[config.mk]
export PLATFORM = sky130hd
export DESIGN_NAME = spi_cmd_parser
export DESIGN_NICKNAME = d
export VERILOG_FILES = /design/src/rtl/spi_cmd_parser.sv
export SDC_FILE = /design/constraint.sdc
export NUM_CORES = 1
export LEC_CHECK = 0
export BUFFER_PORTS_ARGS = -buffer_cell sky130_fd_sc_hd__buf_4
export CAP_MARGIN = 20
export CORE_ASPECT_RATIO = 1.75
export CORE_MARGIN = 3
export CORE_UTILIZATION = 49
export CTS_BUF_LIST = sky130_fd_sc_hd__clkbuf_16
export CTS_CLUSTER_DIAMETER = 120
export DETAILED_ROUTE_END_ITERATION = 16
export GPL_TIMING_DRIVEN = 1
export PLACE_DENSITY = 0.73
export SYNTH_ARGS = -nofsm -noshare
export SYNTH_HDL_FRONTEND = slang
export SYNTH_SLANG_ARGS = --single-unit
[constraint.sdc]
create_clock -name clk -period 2.1 [get_ports clk]
set_clock_uncertainty 0.15 [all_clocks]
set_input_delay 0.105 -clock clk [delete_from_list [all_inputs] [get_ports clk]]
set_output_delay 0.105 -clock clk [all_outputs]
set_load 0.01 [all_outputs]
[src/rtl/spi_cmd_parser.sv]
// SPI host write-packet parser: opcode, address, length, then data bytes.
// Each data byte becomes one req/ack memory write; a skid byte absorbs stalls.
module spi_cmd_parser #(
    parameter int         ADDR_W   = 24,
    parameter int         LEN_W    = 16,
    parameter logic [7:0] OP_WRITE = 8'h01,
    parameter logic [7:0] OP_NOP   = 8'h00
) (
    input  logic              clk,
    input  logic              rst_n,
    input  logic              rx_valid,
    input  logic [7:0]        rx_byte,
    input  logic              frame_rst,
    input  logic              clr_err,
    output logic              mem_wr_req,
    output logic [ADDR_W-1:0] mem_addr,
    output logic [7:0]        mem_wdata,
    input  logic              mem_wr_ack,
    output logic              cmd_done,
    output logic              busy,
    output logic              err_opcode,
    output logic              err_overrun,
    output logic [7:0]        status
);

    localparam logic [3:0] S_IDLE     = 4'd0;
    localparam logic [3:0] S_ADDR2    = 4'd1;
    localparam logic [3:0] S_ADDR1    = 4'd2;
    localparam logic [3:0] S_ADDR0    = 4'd3;
    localparam logic [3:0] S_LEN1     = 4'd4;
    localparam logic [3:0] S_LEN0     = 4'd5;
    localparam logic [3:0] S_DATA     = 4'd6;
    localparam logic [3:0] S_WAIT_ACK = 4'd7;
    localparam logic [3:0] S_DISCARD  = 4'd8;

    logic [3:0]        state;
    logic [ADDR_W-1:0] addr;
    logic [LEN_W-1:0]  remaining;
    logic [LEN_W-1:0]  len_next;
    logic [ADDR_W-1:0] addr_next;
    logic              skid_vld;
    logic [7:0]        skid_data;

    assign mem_addr  = addr;
    assign busy      = (state != S_IDLE);
    assign status    = {busy, 5'b0, err_overrun, err_opcode};
    assign len_next  = {remaining[LEN_W-9:0], rx_byte};
    assign addr_next = {addr[ADDR_W-9:0], rx_byte};

    always_ff @(posedge clk or negedge rst_n) begin
        if (!rst_n) begin
            state       <= S_IDLE;
            addr        <= '0;
            remaining   <= '0;
            skid_vld    <= 1'b0;
            skid_data   <= 8'h00;
            mem_wr_req  <= 1'b0;
            mem_wdata   <= 8'h00;
            cmd_done    <= 1'b0;
            err_opcode  <= 1'b0;
            err_overrun <= 1'b0;
        end else begin
            cmd_done <= 1'b0;
            // Set events below are later NBAs, so they win over a clear.
            if (clr_err) begin
                err_opcode  <= 1'b0;
                err_overrun <= 1'b0;
            end
            if (frame_rst) begin
                state      <= S_IDLE;
                mem_wr_req <= 1'b0;
                skid_vld   <= 1'b0;
                remaining  <= '0;
            end else begin
                unique case (state)
                    S_IDLE: if (rx_valid) begin
                        if (rx_byte == OP_WRITE) begin
                            state <= S_ADDR2;
                        end else if (rx_byte != OP_NOP) begin
                            err_opcode <= 1'b1;
                            state      <= S_DISCARD;
                        end
                    end
                    S_ADDR2: if (rx_valid) begin
                        addr  <= addr_next;
                        state <= S_ADDR1;
                    end
                    S_ADDR1: if (rx_valid) begin
                        addr  <= addr_next;
                        state <= S_ADDR0;
                    end
                    S_ADDR0: if (rx_valid) begin
                        addr  <= addr_next;
                        state <= S_LEN1;
                    end
                    S_LEN1: if (rx_valid) begin
                        remaining <= len_next;
                        state     <= S_LEN0;
                    end
                    S_LEN0: if (rx_valid) begin
                        remaining <= len_next;
                        if (len_next == '0) begin
                            cmd_done <= 1'b1;
                            state    <= S_IDLE;
                        end else begin
                            state <= S_DATA;
                        end
                    end
                    S_DATA: begin
                        if (skid_vld) begin
                            mem_wr_req <= 1'b1;
                            mem_wdata  <= skid_data;
                            skid_vld   <= rx_valid;
                            skid_data  <= rx_byte;
                            state      <= S_WAIT_ACK;
                        end else if (rx_valid) begin
                            mem_wr_req <= 1'b1;
                            mem_wdata  <= rx_byte;
                            state      <= S_WAIT_ACK;
                        end
                    end
                    S_WAIT_ACK: begin
                        if (mem_wr_ack) begin
                            addr      <= addr + ADDR_W'(1);
                            remaining <= remaining - LEN_W'(1);
                            if (remaining == LEN_W'(1)) begin
                                mem_wr_req <= 1'b0;
                                cmd_done   <= 1'b1;
                                skid_vld   <= 1'b0;
                                state      <= S_IDLE;
                                // Bytes beyond the length field are lost.
                                if (skid_vld || rx_valid)
                                    err_overrun <= 1'b1;
                            end else if (skid_vld) begin
                                mem_wdata <= skid_data;
                                skid_vld  <= rx_valid;
                                skid_data <= rx_byte;
                            end else begin
                                mem_wr_req <= 1'b0;
                                skid_vld   <= rx_valid;
                                skid_data  <= rx_byte;
                                state      <= S_DATA;
                            end
                        end else if (rx_valid) begin
                            if (!skid_vld) begin
                                skid_vld  <= 1'b1;
                                skid_data <= rx_byte;
                            end else begin
                                err_overrun <= 1'b1;
                            end
                        end
                    end
                    S_DISCARD: ;
                    default: state <= S_IDLE;
                endcase
            end
        end
    end

endmodule

# After elaboration in Yosys (flattened, before gate mapping)
# Cells that the tools add are included.
[totals] mem_bits_ro=0 latch_bits=0 register_bits=65 memories=0 ram_bits=0 output_inout_bits=45 input_bits=14
[classes] mux=67 mul=0 add_sub_neg=2 shifts=0 eq_ne=32 bitwise=1 n_div=0 n_reduce_logical=18 order_cmp=0
[ops] cell="$mux W8" n=10
[ops] cell="$mux W4" n=14
[ops] cell="$mux W16" n=3
[ops] cell="$mux W24" n=2
[ops] cell="$pmux W24 S2" n=1
[ops] cell="$pmux W4 S9" n=1
[ops] cell="$ne A3 B3 Y1 const B" n=11
[ops] cell="$pmux W16 S2" n=1
[ops] cell="$pmux W8 S2" n=2
[ops] cell="$mux W1" n=29
[ops] cell="$add A24 B1 Y24 const B" n=1
[ops] cell="$eq A16 B1 Y1 const B" n=1
[ops] cell="$eq A4 B3 Y1 const B" n=4
[ops] cell="$logic_not A16 Y1" n=1
[ops] cell="$ne A4 B4 Y1 const B" n=4
[ops] cell="$sub A16 B1 Y16 const B" n=1
[ops] cell="$reduce_and A6 Y1" n=2
[ops] cell="$reduce_and A11 Y1" n=1
[ops] cell="$ne A2 B2 Y1 const B" n=5
[ops] cell="$eq A4 B2 Y1 const B" n=2
[ops] cell="$eq A8 B1 Y1 const B" n=1
[ops] cell="$reduce_and A4 Y1" n=2
[ops] cell="$reduce_bool A8 Y1" n=1
[ops] cell="$pmux W1 S2" n=3
[ops] cell="15 further kinds" n=17

# Depth between registers and ports, before layout
# Gate-level depths: netlist (run 1).
[depth] ltp_word=6 mapped_depth=8 ltp_nobuf=7

# Worst setup path before layout (run 1)
# No wires, ideal clock.
[synth_path] kind="reg-to-reg" startpoint="register remaining[1]" endpoint="register state[0]" t_required_ns=1.823 setup_ns=0.127 arrival_ns=1.920 stages_incl_launch_ff=8 synth_period_minus_slack_ns=2.198 setup_slack_ns=-0.098 cell_sequence="dfrtp_1 -> inv_1 -> ha_1 -> nor4b_1 -> nand4_2 -> a32oi_2 -> o21a_1 -> mux2_1"
[synth_between] elab_chain_cells=5 elab_cells_between_ends=7
[synth_rtl] element="start, declared" line_no="38" text="logic [LEN_W-1:0] remaining;"
[synth_rtl] element="start signal, assigned" line_no="97" text="remaining <= len_next;"
[synth_rtl] element="start signal, assigned" line_no="101" text="remaining <= len_next;"
[synth_rtl] element="start signal, assigned" line_no="125" text="remaining <= remaining - LEN_W'(1);"
[synth_rtl] element="$eq A16 B1 Y1 *" line_no="126" text="if (remaining == LEN_W'(1)) begin"
[synth_rtl] element="$mux W4" line_no="126"
[synth_rtl] element="$mux W4" line_no="123" text="if (mem_wr_ack) begin"
[synth_rtl] element="$pmux W4 S9" line_no="75" text="unique case (state)"
[synth_rtl] element="$mux W4" line_no="69" text="if (frame_rst) begin"
[synth_rtl] element="end signal, assigned" line_no="70" text="state <= S_IDLE;"
[synth_rtl] element="end signal, assigned" line_no="78" text="state <= S_ADDR2;"
[synth_rtl] element="end signal, assigned" line_no="130" text="state <= S_IDLE;"
[synth_rtl] element="end, declared" line_no="36" text="logic [3:0] state;"
# Mark *: on every way between the ends. The rest lies on a longest branch, timed or not. The select of a mux whose other input is x is not followed.
# A chain may end at the register's enable or synchronous reset.

# Final worst setup path (run 1)
[layout_path] startpoint="register remaining[0]" endpoint="register remaining[12]"
[layout_between] elab_chain_cells=4
[layout_rtl] element="$sub A16 B1 Y16" line_no="125"
[layout_rtl] element="$mux W16" line_no="123"
[layout_rtl] element="$pmux W16 S2" line_no="75"
[layout_rtl] element="$mux W16" line_no="69"
# Every way passes these cells. The select of a mux whose other input is x is not followed.

==> summary.txt, run 1 <==
Outcome: finished, violations left
Failing checks: setup timing
Buf/Inv on CP: 1
Area leader, netlist: dfrtp_1
Fin util: 66.6%
Mapped Cells: 467
Post-Synth Adder-Cell Area: 0.917%
Worst-Margin Slew: 0.854 ns
Final Setup Violations: 2
Slew Limit Fails: 0
TritonCTS Sinks: 65
Worst VDD drop: 503 µV
Row count: 43
Post-synthesis sequential area ratio: 39.7%
Clock Tree Buf Depth: 2
Relative slew slack: 43.1%
Vias in the first global route: 4215
Post-route DRC: 0
First-pass GRT wire length: 20200 µm
Hold_ws: 0.0172 ns
Synth top area share: 39.7%
WL final: 12800 µm
Initial antenna violation count: 0
Worst-Skew Late Latency: 0.33 ns
DRT iter0 DRCs: 319
Mux share of post-synthesis cell area: 5.81%
CP Data Required Time: 2.20 ns
# fillers: 640
Compound-Gate Fraction of Synth Area: 24.0%
Primary FF master, synth: dfrtp_1
Startpoint Class: flip-flop
Pre-CTS setup slack: -0.0358 ns
CP top delay family: simple AND/OR/NAND/NOR gates
Area of the multi-input gates: 0.00231 mm²
Cts bufs inserted: 9
Synth unique cells: 70
Die Wd: 75.1 µm
Pin count of the biggest net entering global routing: 66
Post-synth ARST share: 100%
Max Cap Viol: 0
Worst hold-check path type: in -> reg
Chip Height: 127 µm
Crit path DAT: 2.22 ns
Simple-gate portion of the synthesized area: 22.5%
Total core area: 0.00802 mm²
Total Nets Final: 579
# diodes: 0
Setup ws final: -0.0194 ns
Syn Std Cell Area: 0.00410 mm²
IO Pins: 59
Leak: 2.40 nW
Cell area power density: 703 mW/mm²
Tcrit/Tclk final: 101%
Drt via density: 6.39
PortBufs: 53
CP cell instances: inv_1, ha_2, or3b_4, nor4b_4, and3_1, a21oi_2, o21ai_1
Placer congestion estimate: 0.949
Via count: 4199
Die area: 0.00953 mm²
Critical Path Fanout Max: 6
Syn Area/Cell: 8.77 µm²
Largest family of logic cells by synthesized area: compound AO/OA/AOI/OAI gates
EDFF count, synth: 0
Design area: 0.00534 mm²
CP endpoint kind: flip-flop
Synth-to-layout area growth: 30.3%
Gr usage total: 27.7%
CTS HTree Levels: 3
GRT overflow: 0
Clock Tree Root: clkbuf_16
Initial core utilization: 51.1%
Slowest stage cell, crit path: or3b_4
TritonRoute pass-1 iters: 6
Synth Register Bits: 65
Placed cell area: 0.00480 mm²
Final Hold Vio Count: 0
Fmax achieved: 0.472 GHz
RSZ-0062 raised after global routing: yes
Synth Area in XOR/XNOR: 0%
Critical path's largest stage delay: 0.41 ns
Top-count cell post-synth: dfrtp_1
YS warnings: 0
FF+latch area: 0.00163 mm²
Critical path class: reg -> reg
Layout cells sized above 1: 29.3%
Tmin final: 2.12 ns
DR WL/cell: 19.5 µm
Post-synth top cells: 65 x dfrtp_1, 46 x a21oi_1, 45 x nand2_1
Dpl hpwl: 8900 µm
Clock transition at the registers of the reported paths: 0.05 ns
CTS tree: done
Synth top area cells: dfrtp_1 40%, a21oi_1 5.6%, o21ai_0 4.8%, nand2_1 4.1%, nor2_1 2.7%
Antenna violation net count after detailed routing: 0
-- placed cells by master, fill, tap and decap left out, types with 6 or more instances in the layout --
| master | Yosys | final |
|---|---|---|
| o21ai_0 | 39 | 35 |
| nand4_1 | 10 | 10 |
| dfrtp_1 | 65 | 65 |
| nand3_1 | 13 | 13 |
| mux2i_1 | 11 | 11 |
| and3_1 | 12 | 12 |
| a2bb2oi_1 | 7 | 7 |
| inv_1 | 10 | 11 |
| clkbuf_16 | 0 | 9 |
| a31oi_1 | 7 | 7 |
| a211oi_1 | 6 | 6 |
| nor3_1 | 15 | 14 |
| nor2_1 | 30 | 29 |
| buf_4 | 12 | 106 |
| mux2_2 | 9 | 9 |
| a21oi_1 | 46 | 44 |
| nand2_1 | 45 | 45 |
| dlygate4sd3_1 | 0 | 12 |
| nand2b_1 | 9 | 9 |
| o22ai_1 | 13 | 13 |
-- worst register-to-register path, stage by stage (launching register included) --
cell     delay (ns)
dfrtp_1        0.40
inv_1          0.10
ha_2           0.19
or3b_4         0.41
nor4b_4        0.41
and3_1         0.22
a21oi_2        0.03
o21ai_1        0.13
-- registers in the layout (all words and copies together) (netlist names) --
register     flops
mem_wr_req       1
state            4
remaining       16
cmd_done         1
err_opcode       1
skid_data        8
err_overrun      1
mem_addr        24
mem_wdata        8
skid_vld         1
-- through the flow --
| stage | total power [mW] | setup TNS [ns] | instances |
|---|---|---|---|
| final | 3.75 | -0.0228 | 657 |
| after global routing | 3.89 | -0.907 | 657 |
| after CTS | 3.74 | 0 | 653 |
| after detailed placement | 2.30 | -0.203 | 625 |
| after global placement | 2.29 | 0 | 625 |
| after floorplan | 1.89 | 0 | 471 |
-- logic make-up (layout without fill, tap and decap cells) --
kind of cell | count (synthesis) | after routing
fa+ha+maj | 3 | 3
buf+inv | 52 | 148
flops | 65 | 65
compound gates | 156 | 156
mux | 22 | 22
simple gates | 168 | 168
other cells | 1 | 5
-- power breakdown --
| group | internal [mW] | switching [mW] | leakage (nW) | total (mW) |
|---|---|---|---|---|
| Clock | 0.894 | 0.528 | 0.144 | 1.42 |
| Combinational | 0.397 | 0.389 | 1.38 | 0.786 |
| Sequential | 1.38 | 0.160 | 0.872 | 1.54 |
-- layer usage --
metal | vias up | share of wire, % | track usage (%) | routed length (µm)
li1 | 1925 | - | - | -
met1 | 2029 | 36 | 30.0 | 4670
met2 | 192 | 53 | 47.7 | 6750
met3 | 53 | 4.5 | 4.76 | 572
met4 | 0 | 6.3 | 17.6 | 809
met5 | - | 0 | 0 | 0
-- area by class of cell --
class	instances	share of cell area, %
clock inverter	7	1.01
inverter	10	0.704
clock buffer	9	4.22
tap	90	2.11
sequential	65	30.5
multi-input combinational	354	43.3
timing repair buffer	122	18.2
-- path summary, 6_finish.rpt --
| path | startpoint | to | slack (ns) | cells past startpoint |
|---|---|---|---|---|
| max in group asynchronous | rst_n | mem_addr[22] | 0.96 | 2 |
| max reg2reg | remaining[0] | remaining[12] | -0.02 | 7 |
| max | remaining[0] | remaining[12] | -0.02 | 7 |
| min | rx_byte[5] | remaining[5] | 0.02 | 3 |
| min in group asynchronous | rst_n | cmd_done | 0.26 | 2 |
| min reg2reg | mem_wdata[5] | mem_wdata[5] | 0.34 | 2 |
-- repair_timing --
item | CTS | global route
gates cloned | 0 | 1
setup endpoints to repair | 13 | 34
gates resized for setup | 6 | 22
hold buffers | 12 | 0
setup buffers | 0 | 3
endpoints found under the hold margin | 87 | 0
pin swaps | 4 | 4
No activity file was read; power rests on OpenSTA's default activity.
==> run 2, diff against run 1 <==
--- a/constraint.sdc
+++ b/constraint.sdc
@@ -4,2 +4,2 @@
 set_output_delay 0.105 -clock clk [all_outputs]
-set_load 0.01 [all_outputs]
+set_load 0.05 [all_outputs]
==> summary.txt, run 2 (synthesized netlist as in run 1, its figures left out) <==
Outcome: finished, violations left (unchanged)
Failing checks: hold timing, setup timing (was setup timing)
Worst hold-check path type: in -> reg (unchanged)
Critical Path Fanout Max: 3 (was 6)
Commonest non-fill, non-tap cells in the layout: 112 x buf_4, 60 x dfrtp_1, 45 x nand2_1, 45 x a21oi_1, 34 x o21ai_0 (was 106 x buf_4, 65 x dfrtp_1, 45 x nand2_1)
Total Nets Final: 585 (was 579)
Hold_ws: -0.00501 ns (was 0.0172 ns)
Cts bufs inserted: 9 (unchanged)
Leak: 2.44 nW (was 2.40 nW)
Pin count of the biggest net entering global routing: 66 (unchanged)
Dpl hpwl: 8930 µm (was 8900 µm)
Vias in the first global route: 4224 (was 4215)
Worst-Skew Late Latency: 0.34 ns (was 0.33 ns)
Clock Tree Root: clkbuf_16 (unchanged)
Initial core utilization: 51.1% (unchanged)
Commonest non-fill, non-tap cell in the layout: buf_4 (unchanged)
Setup ws final: -0.0572 ns (was -0.0194 ns)
Worst-Margin Slew: 0.856 ns (was 0.854 ns)
CTS HTree Levels: 3 (unchanged)
Synth-to-layout area growth: 32.1% (was 30.3%)
Total core area: 0.00802 mm² (unchanged)
# fillers: 622 (was 640)
Slew Limit Fails: 0 (unchanged)
Chip Height: 127 µm (unchanged)
Gr usage total: 28.6% (was 27.7%)
Critical path class: reg -> reg (unchanged)
Cell area power density: 795 mW/mm² (was 703 mW/mm²)
IO Pins: 59 (unchanged)
Tmin final: 2.16 ns (was 2.12 ns)
Crit path DAT: 2.23 ns (was 2.22 ns)
RSZ-0062 raised after global routing: yes (unchanged)
TritonRoute pass-1 iters: 5 (was 6)
GRT overflow: 0 (unchanged)
Max Cap Viol: 0 (unchanged)
Post-route DRC: 0 (unchanged)
TritonCTS Sinks: 65 (unchanged)
First-pass GRT wire length: 20900 µm (was 20200 µm)
DRT iter0 DRCs: 340 (was 319)
Via count: 4272 (was 4199)
Die area: 0.00953 mm² (unchanged)
Final Hold Vio Count: 1 (was 0)
Clock Tree Buf Depth: 2 (unchanged)
Startpoint Class: flip-flop (unchanged)
CP Data Required Time: 2.17 ns (was 2.20 ns)
Final Setup Violations: 11 (was 2)
PortBufs: 53 (unchanged)
Initial antenna violation count: 0 (unchanged)
CP endpoint kind: flip-flop (unchanged)
Antenna violation net count after detailed routing: 0 (unchanged)
Die Wd: 75.1 µm (unchanged)
Worst VDD drop: 680 µV (was 503 µV)
CTS tree: done (unchanged)
Row count: 43 (unchanged)
Clock transition at the registers of the reported paths: 0.06 ns (was 0.05 ns)
WL final: 12900 µm (was 12800 µm)
DR WL/cell: 19.4 µm (was 19.5 µm)
Tcrit/Tclk final: 103% (was 101%)
Placed Cells: 623 (was 625)
Placer congestion estimate: 0.938 (was 0.949)
Relative slew slack: 43.0% (was 43.1%)
Drt via density: 6.44 (was 6.39)
Layout Cells excl Fill: 663 (was 657)
Number of flip-flops in the largest register: 24 (unchanged)
Layout cells sized above 1: 30.5% (was 29.3%)
# diodes: 0 (unchanged)
Fmax achieved: 0.464 GHz (was 0.472 GHz)
run 2: final cells by class:
type,instances,area [µm²],share of cell area [%]
Timing Repair Buffer,128,1030,19.1
Clock inverter,7,78.8,1.46
Tap cell,90,113,2.08
Clock buffer,9,225,4.16
Multi-Input combinational cell,354,2290,42.3
Inverter,10,37.5,0.694
Sequential cell,65,1630,30.2
run 2: worst max-delay path: stages (launching register included):
cell     delay [ns]
dfrtp_1        0.39
inv_2          0.10
ha_1           0.17
nor4b_4        0.23
nand4_2        0.17
a32oi_2        0.32
o21a_1         0.20
mux2_4         0.30
run 2: worst paths after layout:
| path | depth (start not counted) | to | slack (ns) | startpoint |
|---|---|---|---|---|
| worst max-delay path | 7 | state[0] | -0.06 | remaining[1] |
| worst min-delay path | 3 | mem_wdata[5] | -0.005 | rx_byte[5] |
| worst max register to register | 7 | state[0] | -0.06 | remaining[1] |
| worst min register to register | 2 | mem_wdata[6] | 0.33 | mem_wdata[6] |
| max in group asynchronous | 2 | mem_addr[0] | 0.93 | rst_n |
| min in group asynchronous | 2 | skid_vld | 0.27 | rst_n |
run 2: metal layers:
metal  up-vias  track usage [%]  wire length, µm
met5         -                0                0
met4         0             15.6              709
met3        56             5.79              562
met2       192             50.2             7020
met1      2089             30.8             4590
li1       1935                -                -
run 2: what timing repair did:
action	4_1_cts	5_1_grt
buffers inserted	4	8
endpoints found under the setup margin	15	36
resized for setup	8	13
hold endpoints to repair	88	0
pin swaps	5	3
hold buffers	12	0
run 2: where the power goes:
group	total, mW	switching [mW]	internal [mW]
combinational	1.17	0.778	0.396
clock	1.55	0.536	1.02
sequential	1.58	0.191	1.38
total	4.30	1.51	2.80
run 2: through the flow:
step                util, %  setup WS [ns]  cell area, µm²  setup TNS, ns  power (mW)
finish                 67.5        -0.0572            5410         -0.458        4.30
global route           67.5         -0.105            5410          -1.05        4.46
CTS                    66.3        0.00316            5310              0        4.30
detailed placement     60.1        -0.0689            4820         -0.400        2.73
global placement       60.1       -0.00303            4820       -0.00303        2.71
floorplan                 -        -0.0105            4130        -0.0105        2.30
==> run 3, diff against run 2 <==
- PLACE_DENSITY: 0.73 -> 0.7
- clock period: 2.1 -> 2.27 ns (I/O delays scaled with it)
==> summary.txt, run 3 (synthesized netlist as in run 1, its figures left out) <==
Antenna violation net count after detailed routing: 0 (unchanged)
Worst VDD drop: 541 µV (was 680 µV)
Slew Limit Fails: 0 (unchanged)
CP top delay family: simple AND/OR/NAND/NOR gates (was compound AO/OA/AOI/OAI gates)
Placed cell area: 0.00468 mm² (was 0.00482 mm²)
Die area: 0.00953 mm² (unchanged)
Reg2Reg Depth: 8 (was 7)
CP endpoint kind: flip-flop (unchanged)
CP cell instances: dlygate4sd3_1, buf_4, or4_1, or2_2, nor4_2, a31oi_1, nor3_1 (was inv_2, ha_1, nor4b_4, nand4_2, a32oi_2, o21a_1, mux2_4)
Gr usage total: 27.3% (was 28.6%)
Met2 wire len: 6700 µm (was 7020 µm)
Initial antenna violation count: 0 (unchanged)
Wl on met1: 4600 µm (was 4590 µm)
Worst hold-check path type: in -> reg (unchanged)
First-pass GRT wire length: 19600 µm (was 20900 µm)
Total Nets Final: 561 (was 585)
Leak: 2.32 nW (was 2.44 nW)
Clock Tree Buf Depth: 2 (unchanged)
Vias in the first global route: 3916 (was 4224)
PortBufs: 53 (unchanged)
TritonRoute pass-1 iters: 5 (unchanged)
Layout cells sized above 1: 26.2% (was 30.5%)
GRT overflow: 0 (unchanged)
Fmax achieved: 0.447 GHz
Cell area power density: 773 mW/mm² (was 795 mW/mm²)
Number of flip-flops in the largest register: 24 (unchanged)
Relative slew slack: 43.7% (was 43.0%)
Commonest non-fill, non-tap cell in the layout: buf_4 (unchanged)
Pre-CTS setup slack: 0.00669 ns (was -0.0689 ns)
Die Wd: 75.1 µm (unchanged)
TNS Setup: 0 ns (was -0.458 ns)
DR WL/cell: 19.4 µm (about the same)
Final Setup Violations: 0 (was 11)
Critical path class: in -> reg (was reg -> reg)
CTS tree: done (unchanged)
DRT iter0 DRCs: 293 (was 340)
Worst-Skew Late Latency: 0.35 ns (was 0.34 ns)
Drt via density: 6.35 (was 6.44)
Pin count of the biggest net entering global routing: 66 (unchanged)
Slowest stage cell, crit path: or4_1 (was dfrtp_1)
Dpl hpwl: 8850 µm (was 8930 µm)
Fin util: 64.8% (was 67.5%)
IO Pins: 59 (unchanged)
Buf/Inv on CP: 2 (was 1)
Crit path depth: 7 (unchanged)
Critical path's largest stage delay: 0.58 ns (was 0.39 ns)
Worst-Margin Slew: 0.845 ns (was 0.856 ns)
Via count: 4056 (was 4272)
TritonCTS Sinks: 65 (unchanged)
Post-route DRC: 0 (unchanged)
Tmin final: 2.23 ns
Power, Total: 4.02 mW (was 4.30 mW)
Placer congestion estimate: 0.968 (was 0.938)
Final Hold Vio Count: 0 (was 1)
CP Data Required Time: 2.37 ns (was 2.17 ns)
Total core area: 0.00802 mm² (unchanged)
WL final: 12400 µm (was 12900 µm)
CTS HTree Levels: 3 (unchanged)
Initial core utilization: 51.1% (unchanged)
Tcrit/Tclk final: 98.5%
Met3 WL: 556 µm (was 562 µm)
Design area: 0.00520 mm² (was 0.00541 mm²)
Critical Path Fanout Max: 4 (was 3)
Setup ws final: 0.0351 ns (was -0.0572 ns)
# diodes: 0 (unchanged)
Crit path DAT: 2.34 ns (was 2.23 ns)
Row count: 43 (unchanged)
Chip Height: 127 µm (unchanged)
Top Metal Used: met4 (unchanged)
Outcome: complete, no violations (was finished, violations left)
Synth-to-layout area growth: 26.9% (was 32.1%)
Clock transition at the registers of the reported paths: 0.06 ns (about the same)
Clock Tree Root: clkbuf_16 (unchanged)
Cts bufs inserted: 9 (unchanged)
Startpoint Class: primary input (was flip-flop)
Max Cap Viol: 0 (unchanged)
Hold depth: 4 (was 3)
Commonest non-fill, non-tap cells in the layout: 87 x buf_4, 65 x dfrtp_1, 46 x a21oi_1 (was 112 x buf_4, 60 x dfrtp_1, 45 x nand2_1, 45 x a21oi_1, 34 x o21ai_0)
-- run 3: cell types whose count changed in the layout (fill, tap and decap cells not counted), sizes merged --
cell and delta:
buf -24, inv -2, clkinv +1, clkinvlp +1
-- run 3: layout make-up --
| cell class | count | area (µm²) |
|---|---|---|
| multi-input combinational | 354 | 2240 |
| clock inverter | 7 | 95.1 |
| inverter | 10 | 37.5 |
| tap | 90 | 113 |
| fill | 666 | 2820 |
| sequential | 65 | 1630 |
| clock buffer | 9 | 225 |
| timing repair buffer | 104 | 856 |
-- run 3: through the flow --
step                instances  hold slack (ns)
detailed placement        608            0.122
global placement          608            0.120
finish                    639           0.0252
global route              639           0.0410
floorplan                 471           -0.332
CTS                       637           0.0175
-- run 3: where the power goes --
group | total, mW | internal (mW) | switching (mW)
registers | 1.46 | 1.28 | 0.184
logic | 1.03 | 0.341 | 0.688
clock network | 1.53 | 0.961 | 0.569
total | 4.02 | 2.58 | 1.44
-- run 3: tightest hold or removal path, stage by stage --
cell and delay, ns:
buf_4 0.14, inv_1 0.08, nand2_1 0.06, a31oi_1 0.08
-- run 3: worst paths after layout --
| path | startpoint | to | slack (ns) |
|---|---|---|---|
| max | rx_byte[4] | cmd_done | 0.04 |
| max reg2reg | remaining[0] | remaining[10] | 0.07 |
| max in group asynchronous | rst_n | remaining[6] | 1.15 |
| min | mem_wr_ack | skid_vld | 0.03 |
| min reg2reg | mem_wdata[3] | mem_wdata[3] | 0.34 |
| min in group asynchronous | rst_n | cmd_done | 0.26 |
-- run 3: layer usage --
layer / GRT usage (%) / vias to the layer above
met1: 29.9 / 1978
met5: 0 / -
li1: - / 1890
met3: 4.84 / 41
met2: 47.8 / 147
met4: 14.6 / 0
-- run 3: repair_timing --
action                                  in CTS  in global routing
hold buffers                                12                  0
endpoints found under the setup margin       3                 17
endpoints found under the hold margin       93                  0
pin swaps                                    1                  3
buffers inserted                             1                  2
resized for setup                            1                 10
